[src/rtl/serv_rf_ram_port.sv]
// serv_rf_ram_port: bridges SERV's bit-serial register-file interface to a WIDTH-bit dual-port RAM.
// Optional macro SERV_RF_CSR_EN widens register indices to 6 bits for the four CSR slots (32..35).
module serv_rf_ram_port #(
  parameter int WIDTH = 8,
`ifdef SERV_RF_CSR_EN
  parameter int RW = 6,
`else
  parameter int RW = 5,
`endif
  localparam int WW = $clog2(32 / WIDTH),
  localparam int AW = RW + WW
) (
  input  logic             i_clk,
  input  logic             i_rst,
  input  logic             i_rreq,
  input  logic [RW-1:0]    i_rreg0,
  input  logic [RW-1:0]    i_rreg1,
  output logic             o_ready,
  output logic             o_rdata0,
  output logic             o_rdata1,
  input  logic             i_wen0,
  input  logic             i_wen1,
  input  logic [RW-1:0]    i_wreg0,
  input  logic [RW-1:0]    i_wreg1,
  input  logic             i_wdata0,
  input  logic             i_wdata1,
  output logic [AW-1:0]    o_raddr,
  output logic             o_ren,
  input  logic [WIDTH-1:0] i_rdata,
  output logic [AW-1:0]    o_waddr,
  output logic [WIDTH-1:0] o_wdata,
  output logic             o_wen
);

  localparam int LW = $clog2(WIDTH);
  // Phase of the read cycle counter within one RAM word period.
  localparam logic [LW-1:0] PH_RS1  = LW'(0);
  localparam logic [LW-1:0] PH_RS2  = LW'(1);
  localparam logic [LW-1:0] PH_HOLD = LW'(2);
  localparam logic [LW-1:0] PH_LOAD = LW'(3);
  localparam logic [LW-1:0] PH_LAST = {LW{1'b1}};

  typedef enum logic {IDLE = 1'b0, BUSY = 1'b1} rd_state_t;

  function automatic logic [AW-1:0] ram_addr(input logic [RW-1:0] idx, input logic [4:0] bitpos);
    return AW'({idx, bitpos} >> LW);
  endfunction

  rd_state_t        state_r;
  logic [5:0]       cyc_r;
  logic [RW-1:0]    rreg0_r, rreg1_r;
  logic [WIDTH-1:0] hold0_r, shift0_r, shift1_r;
  logic             ready_r, ren_r;
  logic [AW-1:0]    raddr_r;
  logic             active_s, in_win_s;
  logic [5:0]       c_s;
  logic [LW-1:0]    phase_s;
  logic [RW-1:0]    rsel_s;

  logic [4:0]       wcnt_r;
  logic [WIDTH-1:0] acc0_r, acc1_r, word0_s, word1_s;
  logic             boundary_s;
  logic             pend1_r;
  logic [AW-1:0]    paddr1_r;
  logic [WIDTH-1:0] pdata1_r;
  logic             wen_r;
  logic [AW-1:0]    waddr_r;
  logic [WIDTH-1:0] wdata_r;

  // Cycle position within the current read and the register to fetch this cycle.
  always_comb begin
    active_s = (state_r == BUSY) || i_rreq;
    c_s      = (state_r == BUSY) ? cyc_r : 6'd0;
    phase_s  = c_s[LW-1:0];
    in_win_s = active_s && !c_s[5];
    if (phase_s == PH_RS1) begin
      rsel_s = (state_r == BUSY) ? rreg0_r : i_rreg0;
    end else begin
      rsel_s = rreg1_r;
    end
  end

  // Read FSM: fetch rs1/rs2 words, hold rs1 one cycle so both streams load together, then shift out.
  always_ff @(posedge i_clk or posedge i_rst) begin
    if (i_rst) begin
      state_r  <= IDLE;
      cyc_r    <= 6'd0;
      rreg0_r  <= {RW{1'b0}};
      rreg1_r  <= {RW{1'b0}};
      hold0_r  <= {WIDTH{1'b0}};
      shift0_r <= {WIDTH{1'b0}};
      shift1_r <= {WIDTH{1'b0}};
      ready_r  <= 1'b0;
      ren_r    <= 1'b0;
      raddr_r  <= {AW{1'b0}};
    end else begin
      case (state_r)
        IDLE: begin
          if (i_rreq) begin
            state_r <= BUSY;
            rreg0_r <= i_rreg0;
            rreg1_r <= i_rreg1;
            cyc_r   <= 6'd1;
          end
        end
        BUSY: begin
          cyc_r <= cyc_r + 6'd1;
          if (cyc_r == 6'd35) begin
            state_r <= IDLE;
          end
        end
        default: state_r <= IDLE;
      endcase
      ready_r <= (state_r == BUSY) && (cyc_r == 6'd3);
      ren_r   <= in_win_s && ((phase_s == PH_RS1) || (phase_s == PH_RS2));
      if (in_win_s) begin
        raddr_r <= ram_addr(rsel_s, c_s[4:0]);
      end
      if (in_win_s && (phase_s == PH_HOLD)) begin
        hold0_r <= i_rdata;
      end
      if (in_win_s && (phase_s == PH_LOAD)) begin
        shift0_r <= hold0_r;
        shift1_r <= i_rdata;
      end else begin
        shift0_r <= {1'b0, shift0_r[WIDTH-1:1]};
        shift1_r <= {1'b0, shift1_r[WIDTH-1:1]};
      end
    end
  end

  // Complete words as seen in the boundary cycle, including the bit arriving now.
  always_comb begin
    boundary_s = (wcnt_r[LW-1:0] == PH_LAST);
    word0_s = acc0_r;
    word0_s[WIDTH-1] = i_wdata0;
    word1_s = acc1_r;
    word1_s[WIDTH-1] = i_wdata1;
  end

  // Write path: accumulate serial bits; port 0 writes one cycle after a boundary, port 1 one cycle later.
  always_ff @(posedge i_clk or posedge i_rst) begin
    if (i_rst) begin
      wcnt_r   <= 5'd0;
      acc0_r   <= {WIDTH{1'b0}};
      acc1_r   <= {WIDTH{1'b0}};
      pend1_r  <= 1'b0;
      paddr1_r <= {AW{1'b0}};
      pdata1_r <= {WIDTH{1'b0}};
      wen_r    <= 1'b0;
      waddr_r  <= {AW{1'b0}};
      wdata_r  <= {WIDTH{1'b0}};
    end else begin
      if (i_wen0 || i_wen1) begin
        wcnt_r <= wcnt_r + 5'd1;
        if (i_wen0) begin
          acc0_r[wcnt_r[LW-1:0]] <= i_wdata0;
        end
        if (i_wen1) begin
          acc1_r[wcnt_r[LW-1:0]] <= i_wdata1;
        end
      end else begin
        wcnt_r <= 5'd0;
      end
      if (boundary_s) begin
        wen_r    <= i_wen0 && (i_wreg0 != {RW{1'b0}});
        waddr_r  <= ram_addr(i_wreg0, wcnt_r);
        wdata_r  <= word0_s;
        pend1_r  <= i_wen1;
        paddr1_r <= ram_addr(i_wreg1, wcnt_r);
        pdata1_r <= word1_s;
      end else if (pend1_r) begin
        wen_r   <= 1'b1;
        waddr_r <= paddr1_r;
        wdata_r <= pdata1_r;
        pend1_r <= 1'b0;
      end else begin
        wen_r <= 1'b0;
      end
    end
  end

  assign o_ready  = ready_r;
  assign o_rdata0 = shift0_r[0];
  assign o_rdata1 = shift1_r[0];
  assign o_ren    = ren_r;
  assign o_raddr  = raddr_r;
  assign o_wen    = wen_r;
  assign o_waddr  = waddr_r;
  assign o_wdata  = wdata_r;

endmodule

[config.mk]
export PLATFORM = sky130hd
export DESIGN_NAME = serv_rf_ram_port
export DESIGN_NICKNAME = d
export VERILOG_FILES = /design/src/rtl/serv_rf_ram_port.sv
export SDC_FILE = /design/constraint.sdc
export NUM_CORES = 1
export LEC_CHECK = 0
export ABC_AREA = 1
export BUFFER_PORTS_ARGS = -buffer_cell sky130_fd_sc_hd__buf_2
export CAP_MARGIN = 10
export CORE_ASPECT_RATIO = 1.25
export CORE_MARGIN = 5
export CORE_UTILIZATION = 40
export CTS_BUF_LIST = sky130_fd_sc_hd__clkbuf_4 sky130_fd_sc_hd__clkbuf_8 sky130_fd_sc_hd__clkbuf_16
export CTS_CLUSTER_SIZE = 16
export DETAILED_ROUTE_END_ITERATION = 8
export HOLD_SLACK_MARGIN = 0.12
export SLEW_MARGIN = 30
export SYNTH_ARGS = -nofsm -noshare
export SYNTH_HDL_FRONTEND = slang
export SYNTH_SLANG_ARGS = --single-unit
[constraint.sdc]
create_clock -name i_clk -period 4.45 [get_ports i_clk]
set_input_delay 0 -clock i_clk [delete_from_list [all_inputs] [get_ports i_clk]]
set_output_delay 0 -clock i_clk [all_outputs]
set_load 0.02 [all_outputs]
# Yosys cells after proc, flatten, opt, wreduce, memory -nomap -nowiden

Cells that the tools add are included.

Bits in registers: 103
Input bits: 35
Output and inout bits: 27

$add $sub $neg: 2
$lt $le $gt $ge: 2
Equal/unequal tests: 7
Mux-type cells: 22
Bitwise logic cells: 1
Reduce and logical (&&, ||, !) cells: 17

Operators with widths:

| kind                                                                  | number |
|---|---|
| 8-bit two-way mux                                                     | 4 |
| 8-bit bitwise mux                                                     | 2 |
| 5-bit two-way mux                                                     | 3 |
| 7-bit two-way mux                                                     | 2 |
| 6-bit two-way mux                                                     | 2 |
| 6-bit case mux with 2 select lines                                    | 1 |
| 1-bit logical AND                                                     | 7 |
| 6-bit by 1-bit adder with 6-bit output, second input constant         | 1 |
| 3-bit by 2-bit equality test with 1-bit output, second input constant | 2 |
| 6-bit by 2-bit equality test with 1-bit output, second input constant | 1 |
| 6-bit equality test, second input constant                            | 1 |
| 1-bit two-way mux                                                     | 6 |
| 2-bit AND reduction                                                   | 3 |
| 5-bit by 1-bit adder with 5-bit output, second input constant         | 1 |
| 5-bit nonzero test                                                    | 1 |
| 3-bit by 4-bit < comparator with 1-bit output, second input constant  | 1 |
| 1-bit demux with 3-bit select                                         | 1 |
| 3-bit by 1-bit equality test with 1-bit output, second input constant | 1 |
| 3-bit equality test, second input constant                            | 1 |
| 3-bit by 1-bit >= comparator with 1-bit output, second input constant | 1 |
| 3-bit logical NOT                                                     | 1 |
| 1-bit logical OR                                                      | 3 |
| 2-bit inequality test, second input constant                          | 1 |
| 1-bit case mux with 2 select lines                                    | 1 |
| other kinds (3)                                                       | 3 |

# Longest topological paths before layout

Gate-level depths: netlist of the first run.

Depth in word-level cells: 5
Depth in mapped cells: 9
Mapped depth without buffers: 7

# Least setup slack after synthesis of the first run

No wires, ideal clock.

Kind: flip-flop to flip-flop
From: register wcnt_r[0]
To: register waddr_r[0], in the netlist o_waddr[0]
Arrival: 1.356 ns
Slack: 2.977 ns
Cell stages (with the launch flop): 9
Buffers on the path: 2
Clock period less this slack: 1.473 ns
Cell sequence: dfrtp_1 > ha_1 > ha_1 > buf_2 > nor2_1 > buf_2 > inv_1 > nand2_1 > nand2_1

Word-level cells in the longest chain between the ends: 2

Ends and longest elaborated chain:

| what                                                    | RTL line | text |
|---|---|---|
| from (decl)                                             | 60       | `logic [4:0] wcnt_r;` |
| from (signal assigned)                                  | 155      | `wcnt_r <= wcnt_r + 5'd1;` |
| 3-bit equality test (*)                                 | 134      | `boundary_s = (wcnt_r[LW-1:0] == PH_LAST);` |
| 7-bit two-way mux or 2-bit nonzero test (tied branches) | n/a      |  |
| to (signal assigned)                                    | 151      | `waddr_r <= {AW{1'b0}};` |
| to (signal assigned)                                    | 167      | `waddr_r <= ram_addr(i_wreg0, wcnt_r);` |
| to (signal assigned)                                    | 174      | `waddr_r <= paddr1_r;` |
| to (decl)                                               | 67       | `logic [AW-1:0] waddr_r;` |

Every way passes the cells marked *; elsewhere a longest branch is shown, timed or not.
A chain may end at the register's enable or synchronous reset.

# Final worst setup path of the first run

From: register wcnt_r[0]
To: register acc0_r[6]

Word-level cells in the longest chain between the ends: 5

Ends and longest elaborated chain:

| what                                                                                                                                  | RTL line | text |
|---|---|---|
| 3-bit by 4-bit < comparator with 1-bit output (implied by the code) or 3-bit by 1-bit >= comparator with 1-bit output (tied branches) | 157      | `acc0_r[wcnt_r[LW-1:0]] <= i_wdata0;` |
| 1-bit logical AND (implied by the code)                                                                                               | 157      |  |
| 1-bit two-way mux (implied by the code)                                                                                               | 157      |  |
| 1-bit demux with 3-bit select (*)                                                                                                     | 157      |  |
| 8-bit bitwise mux (*)                                                                                                                 | 157      |  |
| to (signal assigned)                                                                                                                  | 145      | `acc0_r <= {WIDTH{1'b0}};` |
| to (signal, indexed assignment)                                                                                                       | 157      |  |
| to (decl)                                                                                                                             | 61       | `logic [WIDTH-1:0] acc0_r, acc1_r, word0_s, word1_s;` |

Marks and branches as above.

==> results.py, run 1 <==
metrics = {
    "status": {
        "status": "finished, final reports clean",
    },
    "worst_setup_path": {
        "critPathKind": "register to register",
        "start_kind": "register",
        "worst-endpoint-arrival_ns": 2.61,
        "cp-end-kind": "register",
        "path_max_fanout": 10,
        "max_stage_delay_ns": 0.56,
        "worstPathRequired_ns": 4.73,
        "slowest_stage": "dlygate4sd3_1",
        "crit_top_cell": "dlygate4sd3_1",
        "crit_chain": "inv_1 > nand3_1 > nor2_1 > nand2_1 > dlygate4sd3_1 > o21ai_0 > dlygate4sd3_1",
    },
    "placement": {
        "pre_cts_slack_ns": 1.714,
        "io_buffers": 61,
        "dp_hpwl_mm": 5.868,
        "dp.cells": 646,
        "placed_area_mm2": 0.004639,
        "routabilityCongestion": 0.7721,
    },
    "yosys": {
        "seq_area_frac_synth": 0.5924,
        "synth_nets": 511,
        "yosys.area.top_type": "dfrtp_1",
        "synth.avg_cell_area_um2": 9.020,
        "synth.top_cell.area_share": 0.5924,
        "postSynthCellCount": 473,
        "synth_cell_types": 29,
        "syn-cell-area_mm2": 0.004267,
        "ys_ff_latch": 101,
        "yosys_warnings": 0,
        "synthTopCellsByArea": "dfrtp_1 (59%), nand2_1 (13%), inv_1 (4.0%)",
    },
    "grt": {
        "grt_max_degree": 52,
        "grt_overflow": 0,
        "grt_pass1_wl_mm": 15.08,
        "antenna_found_initial": 0,
        "grt.total_usage": 0.1465,
        "grt_pass1_vias": 3321,
    },
    "clocking": {
        "clk_pin_slew_ns": 0.07,
        "cts_tree": "done",
        "cts.htree.levels": 3,
        "root_buffer": "clkbuf_16",
        "cts_buffers": 9,
        "clk_latency_ns": 0.34,
        "ctsLongestPathBuffers": 2,
        "cts_resized": 0,
        "clock-sinks": 101,
    },
    "drt": {
        "ant_nets": 0,
        "via_per_inst": 4.809,
        "route.detailed.drc": 0,
        "drtIter0Drc": 108,
        "routed_wl_mm": 8.703,
        "dr.pass1.iters": 4,
        "vias": 3366,
        "wl_per_cell_um": 12.43,
    },
    "power_and_ir_drop": {
        "power.total_mw": 3.523,
        "vdd_ir_drop_max_mv": 0.3189,
        "leakage_nw": 2.765,
        "p_per_area_mw_per_mm2": 656.1,
    },
    "timing": {
        "hold_viol": 0,
        "fmax_mhz": 430.6,
        "worst_slack_ns": 2.128,
        "timing.hold.ws_ns": 0.2743,
        "finalCritPeriodShare": 0.5218,
        "max-slew-margin-rel": 0.5310,
        "setup_tns_ns": 0,
        "finalSetupViolations": 0,
        "fin_crit_ns": 2.322,
        "worst_pin_slew_ns": 0.7035,
        "slew_viol_final": 0,
        "rsz0062_at_grt": "false",
        "fin_skew_ns": 0.008223,
    },
    "final_layout": {
        "utilization": 0.5108,
        "finalInstanceArea_mm2": 0.005369,
        "fin_nets": 601,
        "drive_gt1_frac": 0.1743,
        "fillCellCount": 1003,
        "areaGrowthSynthToFinish_pct": 25.84,
        "insertedDiodeCount": 0,
        "finalNonFillerCells": 700,
    },
    "floorplan": {
        "coreArea_mm2": 0.01051,
        "die_x_um": 102.4,
        "die-height_um": 125.5,
        "row_count": 42,
        "start_util": 0.4060,
        "dieArea_mm2": 0.01285,
        "io_pins": 62,
    },
    "worst_hold_path": {
        "hold_path.class": "input pin to asynchronous set/reset pin",
    },
    "run": {
        "max_cap_viol_count": 0,
    },
}
## power breakdown
| group | switching (mW) | internal, mW | leakage, nW |
|---|---|---|---|
| logic | 0.695 | 0.414 | 1.33 |
| registers | 0.221 | 1.30 | 1.27 |
| clock network | 0.342 | 0.552 | 0.170 |
| total | 1.26 | 2.26 | 2.77 |
## path summary, 6_finish.rpt
check / start / end / slack, ns / cells after the start
setup / recovery: wcnt_r[0] / acc0_r[6] / 2.13 / 7
setup reg to reg: wcnt_r[0] / acc0_r[6] / 2.13 / 7
min in group i_clk: i_wreg1[0] / paddr1_r[2] / 0.41 / 4
hold reg to reg: shift0_r[7] / shift0_r[6] / 0.44 / 2
max in group asynchronous: i_rst / pdata1_r[0] / 3.09 / 4
hold / removal: i_rst / shift1_r[0] / 0.27 / 3
## critical path, delay by kind of cell, from the launching register on
kind            cells  cell delay, ns
compound gates      1            0.08
buf+inv             3            1.33
simple gates        3            0.36
flops               1            0.48
## cell usage in the layout (no fill, tap or decap), drive strengths merged
| cell type | count |
|---|---|
| nand3b | 1 |
| inv | 48 |
| o221ai | 1 |
| nor3b | 1 |
| a22oi | 2 |
| o211ai | 10 |
| dfrtp | 101 |
| clkbuf | 9 |
| nor2 | 36 |
| clkinv | 3 |
| buf | 62 |
| o21ai | 42 |
| nand3 | 27 |
| nand4 | 9 |
| ha | 3 |
| a22o | 1 |
| dlygate4sd3 | 38 |
| nand2 | 156 |
| a21oi | 10 |
| xor2 | 1 |
| o22ai | 1 |
| a41oi | 1 |
| bufinv | 3 |
| nor3 | 2 |
## per-layer routing
| layer | global-route usage | vias up | part of all wire |
|---|---|---|---|
| met5 | 0 | - | 0 |
| met4 | 0.06178 | 0 | 0.015 |
| met3 | 0.03565 | 10 | 0.045 |
| met2 | 0.2384 | 62 | 0.49 |
| met1 | 0.1843 | 1590 | 0.45 |
| li1 | - | 1704 | - |
## Yosys cell counts
cell,number
nand4_1,9
dfrtp_1,101
buf_2,11
o22ai_1,1
nand3_4,2
a21oi_1,10
inv_1,46
buf_6,3
nand3b_1,1
o21ai_2,7
nand2_4,1
nand3_1,25
a41oi_1,1
nor3b_1,1
ha_1,3
inv_2,1
o221ai_1,1
o21ai_0,27
a22oi_1,2
a22o_1,1
xor2_1,1
nand2_1,149
o21ai_1,8
nor3_1,2
o211ai_1,10
nor2_1,35
nand2_2,6
clkbuf_1,7
nor2_4,1
## sequential cells by signal, indices dropped and copies added, names as in the netlist, 6 cells and up
signal,flops
hold0_r,8
o_wdata,8
pdata1_r,8
shift0_r,8
shift1_r,8
acc0_r,7
acc1_r,7
o_raddr,7
o_waddr,7
paddr1_r,7
cyc_r,6
## logic make-up after synthesis
kind of cell	after synthesis	share of synthesized area
fa+ha+maj	3	0.008799
flops	101	0.5924
xor+xnor	1	0.002053
buf+inv	68	0.06833
compound gates	68	0.09590
simple gates	232	0.2326
## area by class of cell
cell class | instances | area, um^2 | share of cell area
tap | 132 | 165.2 | 0.03076
clock inverter | 7 | 121.4 | 0.02261
clock buffer | 9 | 225.2 | 0.04195
sequential | 101 | 2527 | 0.4708
inverter | 47 | 178.9 | 0.03333
multi-input combinational | 304 | 1458 | 0.2715
timing repair buffer | 100 | 693.2 | 0.1291
## repair_timing
| action | 4_1_cts | 5_1_grt |
|---|---|---|
| hold buffers | 38 | 0 |
| setup buffers | 0 | 0 |
| endpoints found under the hold margin | 116 | 0 |
Note: power is estimated with default switching activity, not from simulation.
==> inputs of run 2 (changes only) <==
==> constraint.sdc (replaced) <==
create_clock -name i_clk -period 2 [get_ports i_clk]
set_input_delay 0 -clock i_clk [delete_from_list [all_inputs] [get_ports i_clk]]
set_output_delay 0 -clock i_clk [all_outputs]
set_load 0.02 [all_outputs]
==> run 2 against run 1 <==
- largest power group unchanged
- utilization decreased by 0.13 points
- via count decreased by 0.62%
- global-route usage decreased by 0.15 points
- hold slack improved by 0.070 ns
- clock power increased by 87%
- setup slack got worse by 1.9 ns
- sequential cell count unchanged
==> results.py, run 2 (same netlist as run 1, synthesis figures left out) <==
metrics = {
    "power_and_ir_drop": {
        "p_per_area_mw_per_mm2": 1403,
        "vdd_ir_drop_max_mv": 0.9151,
        "leakage_nw": 2.760,
    },
    "worst_setup_path": {
        "worstPathRequired_ns": 2.26,
        "critPathKind": "register to register",
        "worst-endpoint-arrival_ns": 2.03,
        "cp-end-kind": "register",
        "path_max_fanout": 9,
        "start_kind": "register",
    },
    "clocking": {
        "cts_buffers": 9,
        "cts_tree": "done",
        "clk_pin_slew_ns": 0.07,
        "post_cts_buffers": 0,
        "cts.htree.levels": 3,
        "root_buffer": "clkbuf_16",
        "clock-sinks": 101,
        "clk_latency_ns": 0.34,
        "cts_resized": 0,
        "ctsLongestPathBuffers": 2,
    },
    "grt": {
        "grt.total_usage": 0.1450,
        "grtUsageMet2": 0.2537,
        "grt_use_met1": 0.1811,
        "grt_pass1_wl_mm": 15.26,
        "globalRouteMet3Util": 0.02563,
        "top_usage_layer": "met2",
        "grt_overflow": 0,
        "grt_max_degree": 102,
        "grt_pass1_vias": 3419,
        "antenna_found_initial": 0,
    },
    "drt": {
        "via_per_inst": 4.738,
        "wl_per_cell_um": 12.21,
        "dr.pass1.iters": 4,
        "routed_wl_mm": 8.621,
        "vias": 3345,
        "ant_nets": 0,
        "drtIter0Drc": 106,
        "route.detailed.drc": 0,
    },
    "timing": {
        "fin_crit_ns": 1.776,
        "timing.hold.ws_ns": 0.3445,
        "slew_viol_final": 0,
        "max-slew-margin-rel": 0.6397,
        "finalSetupViolations": 0,
        "setup_tns_ns": 0,
        "finalCritPeriodShare": 0.8879,
        "fmax_mhz": 563.1,
        "rsz0062_at_grt": "false",
        "fin_skew_ns": 0.007079,
        "hold_viol": 0,
        "worst_pin_slew_ns": 0.5405,
    },
    "final_layout": {
        "insertedDiodeCount": 0,
        "fillCellCount": 1027,
        "finalNonFillerCells": 706,
        "areaGrowthSynthToFinish_pct": 25.51,
        "mostFrequentLayoutCells": "nand2_1 (149), dfrtp_1 (101), buf_2 (61), inv_1 (45), dlygate4sd3_1 (36)",
        "fin_nets": 607,
        "final_common_cell": "nand2_1",
        "drive_gt1_frac": 0.1847,
    },
    "floorplan": {
        "start_util": 0.4060,
        "row_count": 42,
        "dieArea_mm2": 0.01285,
        "io_pins": 62,
        "die-height_um": 125.5,
        "die_x_um": 102.4,
        "coreArea_mm2": 0.01051,
    },
    "placement": {
        "dp.cells": 654,
        "routabilityCongestion": 0.7708,
        "io_buffers": 61,
        "dp_hpwl_mm": 5.870,
    },
    "status": {
        "status": "finished, final reports clean",
    },
    "run": {
        "max_cap_viol_count": 0,
    },
    "worst_hold_path": {
        "hold_path.class": "input pin to asynchronous set/reset pin",
    },
}
## run 2: changes by cell type in the layout (fill, tap and decap cells not counted), sizes merged
cell	delta
clkinv	-2
clkinvlp	+3
buf	+8
inv	-1
dlygate4sd3	-2
clkbuf	+3
bufinv	-3
## run 2: worst paths after layout
kind	startpoint	to	slack [ns]	depth (start not counted)
worst max-delay path	wcnt_r[0]	acc1_r[6]	0.22	7
worst min-delay path	i_rst	o_ready	0.34	4
worst max register to register	wcnt_r[0]	acc1_r[6]	0.22	7
worst min register to register	shift0_r[2]	shift0_r[1]	0.44	2
max in group asynchronous	i_rst	acc0_r[3]	1.24	4
min in group i_clk	i_wreg1[1]	paddr1_r[3]	0.40	4
## run 2: metal layers
metal / up-vias / wire [um]
met3: 11 / 369
met4: 0 / 120
li1: 1707 / -
met5: - / 0
met1: 1563 / 3906
met2: 64 / 4225
## run 2: repair_timing
| action | 4_1_cts | 5_1_grt |
|---|---|---|
| endpoints found under the setup margin | 0 | 0 |
| hold buffers | 36 | 0 |
| hold endpoints to repair | 161 | 0 |
## run 2: area by class of cell
type,instances,area (um^2),area share
timing repair buffer,106,745.7,0.1393
sequential,101,2527,0.4720
clock buffer,12,254.0,0.04743
clock inverter,4,32.53,0.006075
tap,132,165.2,0.03084
inverter,47,180.2,0.03364
multi-input combinational,304,1450,0.2708
## run 2: stage by stage
stage	worst slack, ns	total power, mW	util	area (um^2)
after detailed placement	0.3140	5.876	0.4480	4708
after CTS	0.2380	7.617	0.5095	5355
after floorplan	0.5274	5.166	-	4270
after global placement	0.4100	5.784	0.4480	4708
after global routing	0.09308	8.114	0.5095	5355
final	0.2242	7.514	0.5095	5355
## run 2: report_power, final
part	internal (mW)	leakage (nW)	switching, mW
clock network	0.914	0.136	0.756
registers	2.89	1.27	0.473
logic	0.923	1.36	1.56
## run 2: worst max-delay path, stage by stage (launching register included)
cell and delay, ns:
dfrtp_1 0.39, buf_4 0.17, inv_1 0.16, nand3_1 0.14
nor2_1 0.15, nand2_1 0.07, dlygate4sd3_1 0.55, o21ai_0 0.07
